<file path="src/rtl/nx_ctrl_pkg.sv">
// Shared types and constants for the Nexus mesh cycle controller.
package nx_ctrl_pkg;
    localparam int OP_WIDTH = 2;

    typedef enum logic [OP_WIDTH-1:0] {
        OP_NOP   = 2'd0,
        OP_RUN   = 2'd1,
        OP_STOP  = 2'd2,
        OP_CLEAR = 2'd3
    } cmd_op_e;

    typedef enum logic [2:0] {
        ST_IDLE,
        ST_TRIGGER,
        ST_SETTLE,
        ST_WAIT_IDLE,
        ST_CAPTURE
    } ctrl_state_e;
endpackage

</file>
<file path="src/rtl/nx_ctrl_watchdog.sv">
// Clearable up-counter that stops at a programmable limit and flags it.
module nx_ctrl_watchdog #(
    parameter int WIDTH = 11
) (
    input  logic             clk,
    input  logic             rst,
    input  logic             i_clear,
    input  logic             i_enable,
    input  logic [WIDTH-1:0] i_limit,
    output logic             o_expired
);
    logic [WIDTH-1:0] r_count;

    assign o_expired = (r_count == i_limit);

    always_ff @(posedge clk) begin
        if (rst) begin
            r_count <= '0;
        end else if (i_clear) begin
            r_count <= '0;
        end else if (i_enable && !o_expired) begin
            r_count <= r_count + 1'b1;
        end
    end
endmodule

</file>
<file path="src/rtl/nx_mesh_ctrl.sv">
// Mesh evaluation sequencer: trigger, settle, wait for all-idle, hand capture slot to host.
//   state      | meaning
//   IDLE       | no run; accepts RUN / CLEAR
//   TRIGGER    | one-clock evaluation pulse to every node
//   SETTLE     | node idle ignored for SETTLE_CYCLES clocks
//   WAIT_IDLE  | waiting for all nodes idle; watchdog running
//   CAPTURE    | outputs stable until host handshake
module nx_mesh_ctrl
    import nx_ctrl_pkg::*;
#(
    parameter int ROWS            = 6,
    parameter int COLUMNS         = 6,
    parameter int CYCLE_WIDTH     = 32,
    parameter int SETTLE_CYCLES   = 2,
    parameter int WATCHDOG_CYCLES = 1024
) (
    input  logic                    clk,
    input  logic                    rst,
    input  logic                    i_cmd_valid,
    input  logic [OP_WIDTH-1:0]     i_cmd_op,
    input  logic [CYCLE_WIDTH-1:0]  i_cmd_count,
    output logic                    o_cmd_ready,
    output logic                    o_mesh_trigger,
    input  logic [ROWS*COLUMNS-1:0] i_mesh_idle,
    output logic                    o_capture_valid,
    input  logic                    i_capture_ready,
    output logic                    o_active,
    output logic                    o_done,
    output logic                    o_timeout,
    output logic [CYCLE_WIDTH-1:0]  o_cycle
);
    localparam int WD_W = $clog2(WATCHDOG_CYCLES + 1);
    localparam logic [WD_W-1:0] LIM_SETTLE = WD_W'(SETTLE_CYCLES - 1);
    localparam logic [WD_W-1:0] LIM_WATCH  = WD_W'(WATCHDOG_CYCLES - 1);

    ctrl_state_e            r_state, w_state_nxt;
    logic [CYCLE_WIDTH-1:0] r_remaining, r_cycle;
    logic                   r_free, r_stop, r_timeout, r_done;
    cmd_op_e                w_op;
    logic                   w_all_idle, w_cmd_ready, w_stop_acc;
    logic                   w_run_load, w_clear, w_cap_fire, w_finish, w_timeout_hit;
    logic                   w_wd_clear, w_wd_en, w_expired;
    logic [WD_W-1:0]        w_wd_limit;

    assign w_op       = cmd_op_e'(i_cmd_op);
    assign w_all_idle = &i_mesh_idle;
    assign w_wd_limit = (r_state == ST_SETTLE) ? LIM_SETTLE : LIM_WATCH;

    // One counter serves both the settle mask and the idle watchdog.
    nx_ctrl_watchdog #(.WIDTH(WD_W)) u_watchdog (
        .clk       (clk),
        .rst       (rst),
        .i_clear   (w_wd_clear),
        .i_enable  (w_wd_en),
        .i_limit   (w_wd_limit),
        .o_expired (w_expired)
    );

    always_ff @(posedge clk) begin
        if (rst) r_state <= ST_IDLE;
        else     r_state <= w_state_nxt;
    end

    always_comb begin
        w_state_nxt   = r_state;
        w_cmd_ready   = 1'b0;
        w_stop_acc    = 1'b0;
        w_run_load    = 1'b0;
        w_clear       = 1'b0;
        w_cap_fire    = 1'b0;
        w_finish      = 1'b0;
        w_timeout_hit = 1'b0;
        w_wd_clear    = 1'b0;
        w_wd_en       = 1'b0;
        if (r_state != ST_IDLE) begin
            w_cmd_ready = (w_op == OP_STOP);
            w_stop_acc  = w_cmd_ready && i_cmd_valid;
        end
        case (r_state)
            ST_IDLE: begin
                w_cmd_ready = 1'b1;
                if (i_cmd_valid && w_op == OP_RUN) begin
                    w_run_load  = 1'b1;
                    w_state_nxt = ST_TRIGGER;
                end
                if (i_cmd_valid && w_op == OP_CLEAR) w_clear = 1'b1;
            end
            ST_TRIGGER: begin
                w_wd_clear  = 1'b1;
                w_state_nxt = ST_SETTLE;
            end
            ST_SETTLE: begin
                w_wd_en = 1'b1;
                if (w_expired) begin
                    w_wd_clear  = 1'b1;
                    w_state_nxt = ST_WAIT_IDLE;
                end
            end
            ST_WAIT_IDLE: begin
                w_wd_en = 1'b1;
                if (w_all_idle) begin
                    w_state_nxt = ST_CAPTURE;
                end else if (w_expired) begin
                    w_timeout_hit = 1'b1;
                    w_finish      = 1'b1;
                    w_state_nxt   = ST_IDLE;
                end
            end
            ST_CAPTURE: begin
                if (i_capture_ready) begin
                    w_cap_fire = 1'b1;
                    if (r_stop || w_stop_acc ||
                        (!r_free && r_remaining == CYCLE_WIDTH'(1))) begin
                        w_finish    = 1'b1;
                        w_state_nxt = ST_IDLE;
                    end else begin
                        w_state_nxt = ST_TRIGGER;
                    end
                end
            end
            default: w_state_nxt = ST_IDLE;
        endcase
    end

    always_ff @(posedge clk) begin
        if (rst) begin
            r_remaining <= '0;
            r_cycle     <= '0;
            r_free      <= 1'b0;
            r_stop      <= 1'b0;
            r_timeout   <= 1'b0;
            r_done      <= 1'b0;
        end else begin
            r_done <= w_finish;
            if (w_run_load) begin
                r_remaining <= i_cmd_count;
                r_free      <= (i_cmd_count == '0);
                r_stop      <= 1'b0;
            end
            if (w_stop_acc) r_stop <= 1'b1;
            if (w_cap_fire) begin
                r_cycle <= r_cycle + 1'b1;
                if (!r_free) r_remaining <= r_remaining - 1'b1;
            end
            if (w_finish) r_stop <= 1'b0;
            if (w_timeout_hit) r_timeout <= 1'b1;
            if (w_clear) begin
                r_cycle   <= '0;
                r_timeout <= 1'b0;
            end
        end
    end

    assign o_cmd_ready     = w_cmd_ready && !rst;
    assign o_mesh_trigger  = (r_state == ST_TRIGGER);
    assign o_capture_valid = (r_state == ST_CAPTURE);
    assign o_active        = (r_state != ST_IDLE);
    assign o_done          = r_done;
    assign o_timeout       = r_timeout;
    assign o_cycle         = r_cycle;
endmodule

</file>
<file path="config.mk">
export PLATFORM = sky130hd
export DESIGN_NAME = nx_mesh_ctrl
export DESIGN_NICKNAME = d
export VERILOG_FILES = /design/src/rtl/nx_ctrl_pkg.sv /design/src/rtl/nx_ctrl_watchdog.sv /design/src/rtl/nx_mesh_ctrl.sv
export SDC_FILE = /design/constraint.sdc
export NUM_CORES = 1
export LEC_CHECK = 0
export CORE_ASPECT_RATIO = 0.7
export CORE_MARGIN = 2
export CORE_UTILIZATION = 50
export CTS_BUF_LIST = sky130_fd_sc_hd__clkbuf_16
export DETAILED_ROUTE_END_ITERATION = 16
export GPL_ROUTABILITY_DRIVEN = 1
export PLACE_DENSITY = 0.83
export SYNTH_ARGS = -nofsm -noshare
export SYNTH_HDL_FRONTEND = slang
export SYNTH_SLANG_ARGS = --single-unit
</file>
<file path="constraint.sdc">
create_clock -name clk -period 2.68 [get_ports clk]
set_clock_uncertainty 0.15 [all_clocks]
set_input_delay 0.402 -clock clk [delete_from_list [all_inputs] [get_ports clk]]
set_output_delay 0.402 -clock clk [all_outputs]
set_load 0.1 [all_outputs]
</file>
Word-level counts from Yosys, hierarchy flattened
Cells that the tools add are included.
W data, S select, Z words.
- muxes and demuxes: 30
- $add $sub $neg: 3
- reductions and logical operators: 21
- eq/ne operators: 13
- operator list (operator ; number):
    $mux W32 ; 3
    $reduce_and A36 Y1 ; 1
    $add A32 B1 Y32 const B ; 1
    $eq A32 B1 Y1 const B ; 1
    $logic_not A32 Y1 ; 1
    $sub A32 B1 Y32 const B ; 1
    $mux W1 ; 18
    $mux W3 ; 5
    $pmux W3 S5 ; 1
    $add A11 B1 Y11 const B ; 1
    $eq A11 B10 Y1 ; 1
    $mux W10 ; 1
    $reduce_or A2 Y1 ; 4
    $eq A3 B2 Y1 const B ; 2
    $logic_and A1 B1 Y1 ; 6
    $eq A2 B2 Y1 const B ; 2
    $ne A2 B1 Y1 const B ; 2
    $pmux W1 S2 ; 2
    $reduce_and A4 Y1 ; 1
    $eq A3 B1 Y1 const B ; 1
    $eq A3 B3 Y1 const B ; 1
    $logic_not A1 Y1 ; 3
    $logic_not A3 Y1 ; 1
    $ne A3 B2 Y1 const B ; 1
    5 further kinds ; 6
- bits of input ports: 74
- flip-flop bits (word level): 82
- logic and storage cells: 75
- output and inout port bits: 38

Logic depth before layout (Yosys ltp)
- depth in word-level cells: 9
- mapped depth: 9
- gate-level depth less buffers: 7

By module
Synthesis repeated with hierarchy kept, for this count alone.
- cell total of the unflattened synthesis: 553
- area total of the unflattened synthesis: 4558.1 µm²
- modules (own cells, without submodules) (module ; seq. area each (µm²) ; times used ; cells each ; area each (µm²)):
    nx_mesh_ctrl ; 1421.4 ; 1 ; 473 ; 3853.7
    nx_ctrl_watchdog ; 220.2 ; 1 ; 80 ; 704.4

Least setup slack after synthesis
No wires, ideal clock.
- path type: reg2reg
- start point: register r_state[0]
- end point: register u_watchdog.r_count[0]
- clock period less this slack: 3.720 ns
- library setup time: 0.128 ns
- data arrival time: 3.443 ns
- required time: 2.402 ns
- buffers on the path: 2
- setup slack: -1.040 ns
- stages on the path, launching flop included: 7
- path through: dfxtp_1 > clkbuf_1 > nor3b_1 > nor2_1 > o21ai_0 > clkbuf_1 > nor2_1
- elaborated cells between the ends (all ways): 12
- those cells by class: eq/ne: 4; mux: 4; reduce/logical: 4
- RTL lines (item ; line ; RTL):
    start: declaration ; nx_mesh_ctrl.sv:36 ; ctrl_state_e r_state, w_state_nxt;
    start signal: assignment ; nx_mesh_ctrl.sv:61 ; else r_state <= w_state_nxt;
    $eq A3 B1 Y1 ; n/a ;
    named net o_mesh_trigger ; nx_mesh_ctrl.sv:23 ; output logic o_mesh_trigger,
    $pmux W1 S2 ; nx_mesh_ctrl.sv:79 ; case (r_state)
    $reduce_or A2 Y1 (no source line) ; n/a ;
    end signal: assignment ; nx_ctrl_watchdog.sv:22 ; r_count <= r_count + 1'b1;
    end: declaration ; nx_ctrl_watchdog.sv:12 ; logic [WIDTH-1:0] r_count;
The timed path passes the listed nets, and every way through them passes these cells.
A chain may end at the register's enable or synchronous reset.

Worst setup path in the final report
- start point: register r_remaining[0]
- end point: register r_remaining[26]
- longest elaborated chain between the ends: 3
- ends and longest elaborated chain (item ; line ; RTL):
    start: declaration ; nx_mesh_ctrl.sv:37 ; logic [CYCLE_WIDTH-1:0] r_remaining, r_cycle;
    start signal: assignment ; nx_mesh_ctrl.sv:136 ; r_remaining <= i_cmd_count;
    start signal: assignment ; nx_mesh_ctrl.sv:143 ; if (!r_free) r_remaining <= r_remaining - 1'b1;
    $sub A32 B1 Y32 ; nx_mesh_ctrl.sv:143 ;
    $mux W32 ; nx_mesh_ctrl.sv:143 ;
    $mux W32 ; nx_mesh_ctrl.sv:141 ; if (w_cap_fire) begin
No other way between the ends.

==> flow_metrics.tcl <==
set metrics [dict create \
    cts.sinks 82 \
    drv_cap 0 \
    dp_cells 795 \
    cts_inserted_buffers 9 \
    wl_met2_mm 5.766 \
    gp_congestion 0.8703 \
    synth_ff_type "dfxtp_1" \
    area_growth_syn_to_layout_pct 34.86 \
    n_antenna_cell 0 \
    fin_util 0.7044 \
    top_layer_used "met4" \
    hp-class "reg2reg" \
    met3_wirelength_mm 1.117 \
    synth_edf_count 0 \
    clockRootBuffer "clkbuf_16" \
    gr-total-overflow 0 \
    critPathKind "reg2reg" \
    fin_area_um2 6046 \
    synthArstFlopShare 0 \
    max_stage_delay_ns 0.49 \
    ctsResizeCount 0 \
    io_pins 112 \
    synth_cell_types 60 \
    crit_arrival_ns 2.68 \
    setup_viol 0 \
    synth_seq_cells 82 \
    routedWlPerCell_um 16.16 \
    drt_iter0_drc 486 \
    p_leak_nw 2.056 \
    dpl-instance-area_um2 5753 \
    antenna_left 0 \
    final_hold_viol_count 0 \
    grt_usage 0.2638 \
    die_w_um 117.2 \
    worstSetupEndpointType "flop" \
    period_share 0.9612 \
    grt_pass1_vias 4397 \
    cts_buffer_depth 2 \
    synth_area_per_cell_um2 7.783 \
    relSlewSlack 0.1276 \
    fin_nets 766 \
    critPathSlowestCell "or3b_2" \
    dieArea_um2 9752 \
    cp_top_family "simple AND/OR/NAND/NOR gates" \
    cp.required_ns 2.79 \
    critPathBufInv 2 \
    fill_cells 678 \
    slew_viol_final 0 \
    portBuffers 111 \
    dr.pass1.iters 5 \
    place_hpwl_mm 9.586 \
    vias_per_cell 6.157 \
    power_mw 2.873 \
    power_frac_seq 0.440 \
    period_needed_ns 2.576 \
    initial_core_util 0.5223 \
    rsz0062_at_grt "false" \
    drt_wl_total_mm 13.14 \
    syn-num-nets 654 \
    grt_max_degree 37 \
    clk_latency_ns 0.34 \
    cts_htree_levels 3 \
    post-route-drc-count 0 \
    core_um2 8583 \
    synth_area_leaders "dfxtp_1 37%, a21oi_1 4.9%, nor2_1 4.8%" \
    p_per_area_nw_per_um2 475.3 \
    critPathMaxFanout 8 \
    synth_cells 576 \
    worst_pin_slew_ns 1.295 \
    antenna_found_initial 0 \
    fin_cells 813 \
    met1_length_mm 5.991 \
    vias 5006 \
    switching_share 0.2764 \
    clkPwrFrac 0.401 \
    fp-row-count 28 \
    critPathLaunchType "flop" \
    ir_worst_vdd_mv 0.2992 \
    combinationalPowerShare 0.159 \
    status "finished, final reports clean" \
    fin_tns_setup_ns 0 \
    yosysSeqAreaShare 0.3662 \
    p_int_mw 2.079 \
    die_h_um 83.23 \
    cts.clk_slew.worst_paths_ns 0.06 \
    yosysWarnings 0 \
    path_cells "inv_1 -> ha_1 -> or3b_2 -> nor4_1 -> buf_4 -> nand2_1 -> or4_1 -> a31oi_1" \
    yosys.area.top_type "dfxtp_1" \
    cts_tree "done" \
    p_sw_mw 0.7942 \
    netlist_area_um2 4483 \
    synth_top_area_frac 0.3662 \
    fmax_mhz 388.2 \
    drive_above_1_share 0.1530 \
    postCtsHoldBufs 0 \
    grt_pass1_wl_mm 20.98 \
]
==> power groups by stage <==
stage                     clock network, mW  registers [mW]  logic (mW)
after floorplan                           0            1.28       0.240
after global placement                    0            1.29       0.422
after detailed placement                  0            1.29       0.433
after CTS                              1.16            1.26       0.434
after global routing                   1.22            1.27       0.487
final                                  1.15            1.27       0.456
==> sequential cells by signal, indices dropped and copies added, names as in the netlist <==
signal	count
r_stop	1
o_done	1
r_free	1
o_cycle	32
r_remaining	32
r_state	3
u_watchdog.r_count	11
o_timeout	1
==> worst reg2reg max path, delay by kind of cell (launching register included) <==
family,cells,cell delay [ns]
compound gates,1,0.18
flops,1,0.36
simple gates,4,1.27
buf+inv,2,0.32
fa+ha+maj,1,0.22
==> timing repair <==
action	in CTS	in global routing
setup buffers	0	2
endpoints found under the hold margin	0	0
setup endpoints to repair	0	1
==> final cells by class <==
cell class                      instances  area [um2]  area share
Multi-Input combinational cell        442        2650      0.4383
Clock inverter                          7       52.55    0.008692
Clock buffer                            9       225.2     0.03725
Sequential cell                        82        1659      0.2744
Inverter                               16       60.06    0.009934
Timing Repair Buffer                  137        1249      0.2065
Tap cell                              120       150.1     0.02483
==> synth_stat cells (all sizes together) (2+ instances only) <==
cell,number
and3b,2
a2bb2oi,3
xnor2,16
o2111ai,2
nand2b,7
mux2,3
nand3b,2
nor3,19
nor4,25
nand2,50
a31oi,22
o31ai,4
nor2,57
nand3,18
a22oi,3
or3,21
o211ai,4
a221oi,2
or3b,2
o311ai,5
xor2,5
a21oi,44
a32oi,4
clkbuf,31
and4,6
inv,16
o22ai,4
nor3b,3
or4,11
a211oi,4
dfxtp,82
o21ai,32
and3,5
and2,5
nor2b,3
nand4,28
a21o,2
ha,4
buf,5
==> worst paths after layout <==
kind	from	endpoint	slack, ns	depth (start not counted)
setup reg to reg	r_remaining[0]$_SDFF_PP0_	r_remaining[26]$_SDFF_PP0_	0.10	8
hold / removal	o_cycle[1]$_SDFFE_PP0P_	o_cycle[1]$_SDFFE_PP0P_	0.33	2
setup / recovery	r_remaining[0]$_SDFF_PP0_	r_remaining[26]$_SDFF_PP0_	0.10	8
hold reg to reg	o_cycle[1]$_SDFFE_PP0P_	o_cycle[1]$_SDFFE_PP0P_	0.33	2
==> routing by layer <==
layer	vias up	track usage
met4	0	0.07914
met3	29	0.05620
met1	2322	0.3778
met5	-	0
li1	2385	-
met2	270	0.3955
==> metrics by stage <==
stage / hold slack (ns) / setup WS, ns
2_1_floorplan: 0.3106 / 0.01563
3_3_place_gp: 0.3137 / 0.05793
3_5_place_dp: 0.3155 / 0.007964
4_1_cts: 0.3282 / 0.1357
5_1_grt: 0.3580 / 0.004933
6_report: 0.3260 / 0.1039
==> logic make-up (layout without fill, tap and decap cells) <==
group           count (synthesis)  after routing  share of synthesized area
xor+xnor                       21             21                    0.04103
compound gates                144            144                     0.1982
buf+inv                        52            169                    0.04772
flops                          82             82                     0.3662
fa+ha+maj                       4              4                    0.01116
mux                             4              4                   0.009768
simple gates                  269            269                     0.3260
==> cells in the final DEF, fill, tap and decap left out, types with 3 or more instances in the layout <==
cell type,Yosys,layout
a211oi_1,4,4
a21oi_1,44,43
a22oi_1,3,3
a2bb2oi_1,3,3
a31oi_1,22,22
a32oi_1,4,4
and2_1,4,4
and3_1,5,5
and4_1,6,6
buf_12,0,3
buf_4,0,61
clkbuf_16,0,9
clkdlybuf4s50_1,0,73
clkinvlp_4,0,3
dfxtp_1,82,68
dfxtp_2,0,14
ha_1,4,4
inv_1,16,17
mux2_2,3,3
nand2_1,50,50
nand2b_1,7,7
nand3_1,17,17
nand4_1,28,28
nor2_1,57,57
nor2b_1,3,3
nor3_1,19,19
nor4_1,23,23
o211ai_1,4,4
o21ai_0,32,32
o22ai_1,4,4
o311ai_0,5,5
o31ai_1,4,4
or3_1,21,21
or4_1,10,10
xnor2_1,16,16
xor2_1,5,5
Note: power is estimated with default switching activity, not from simulation.
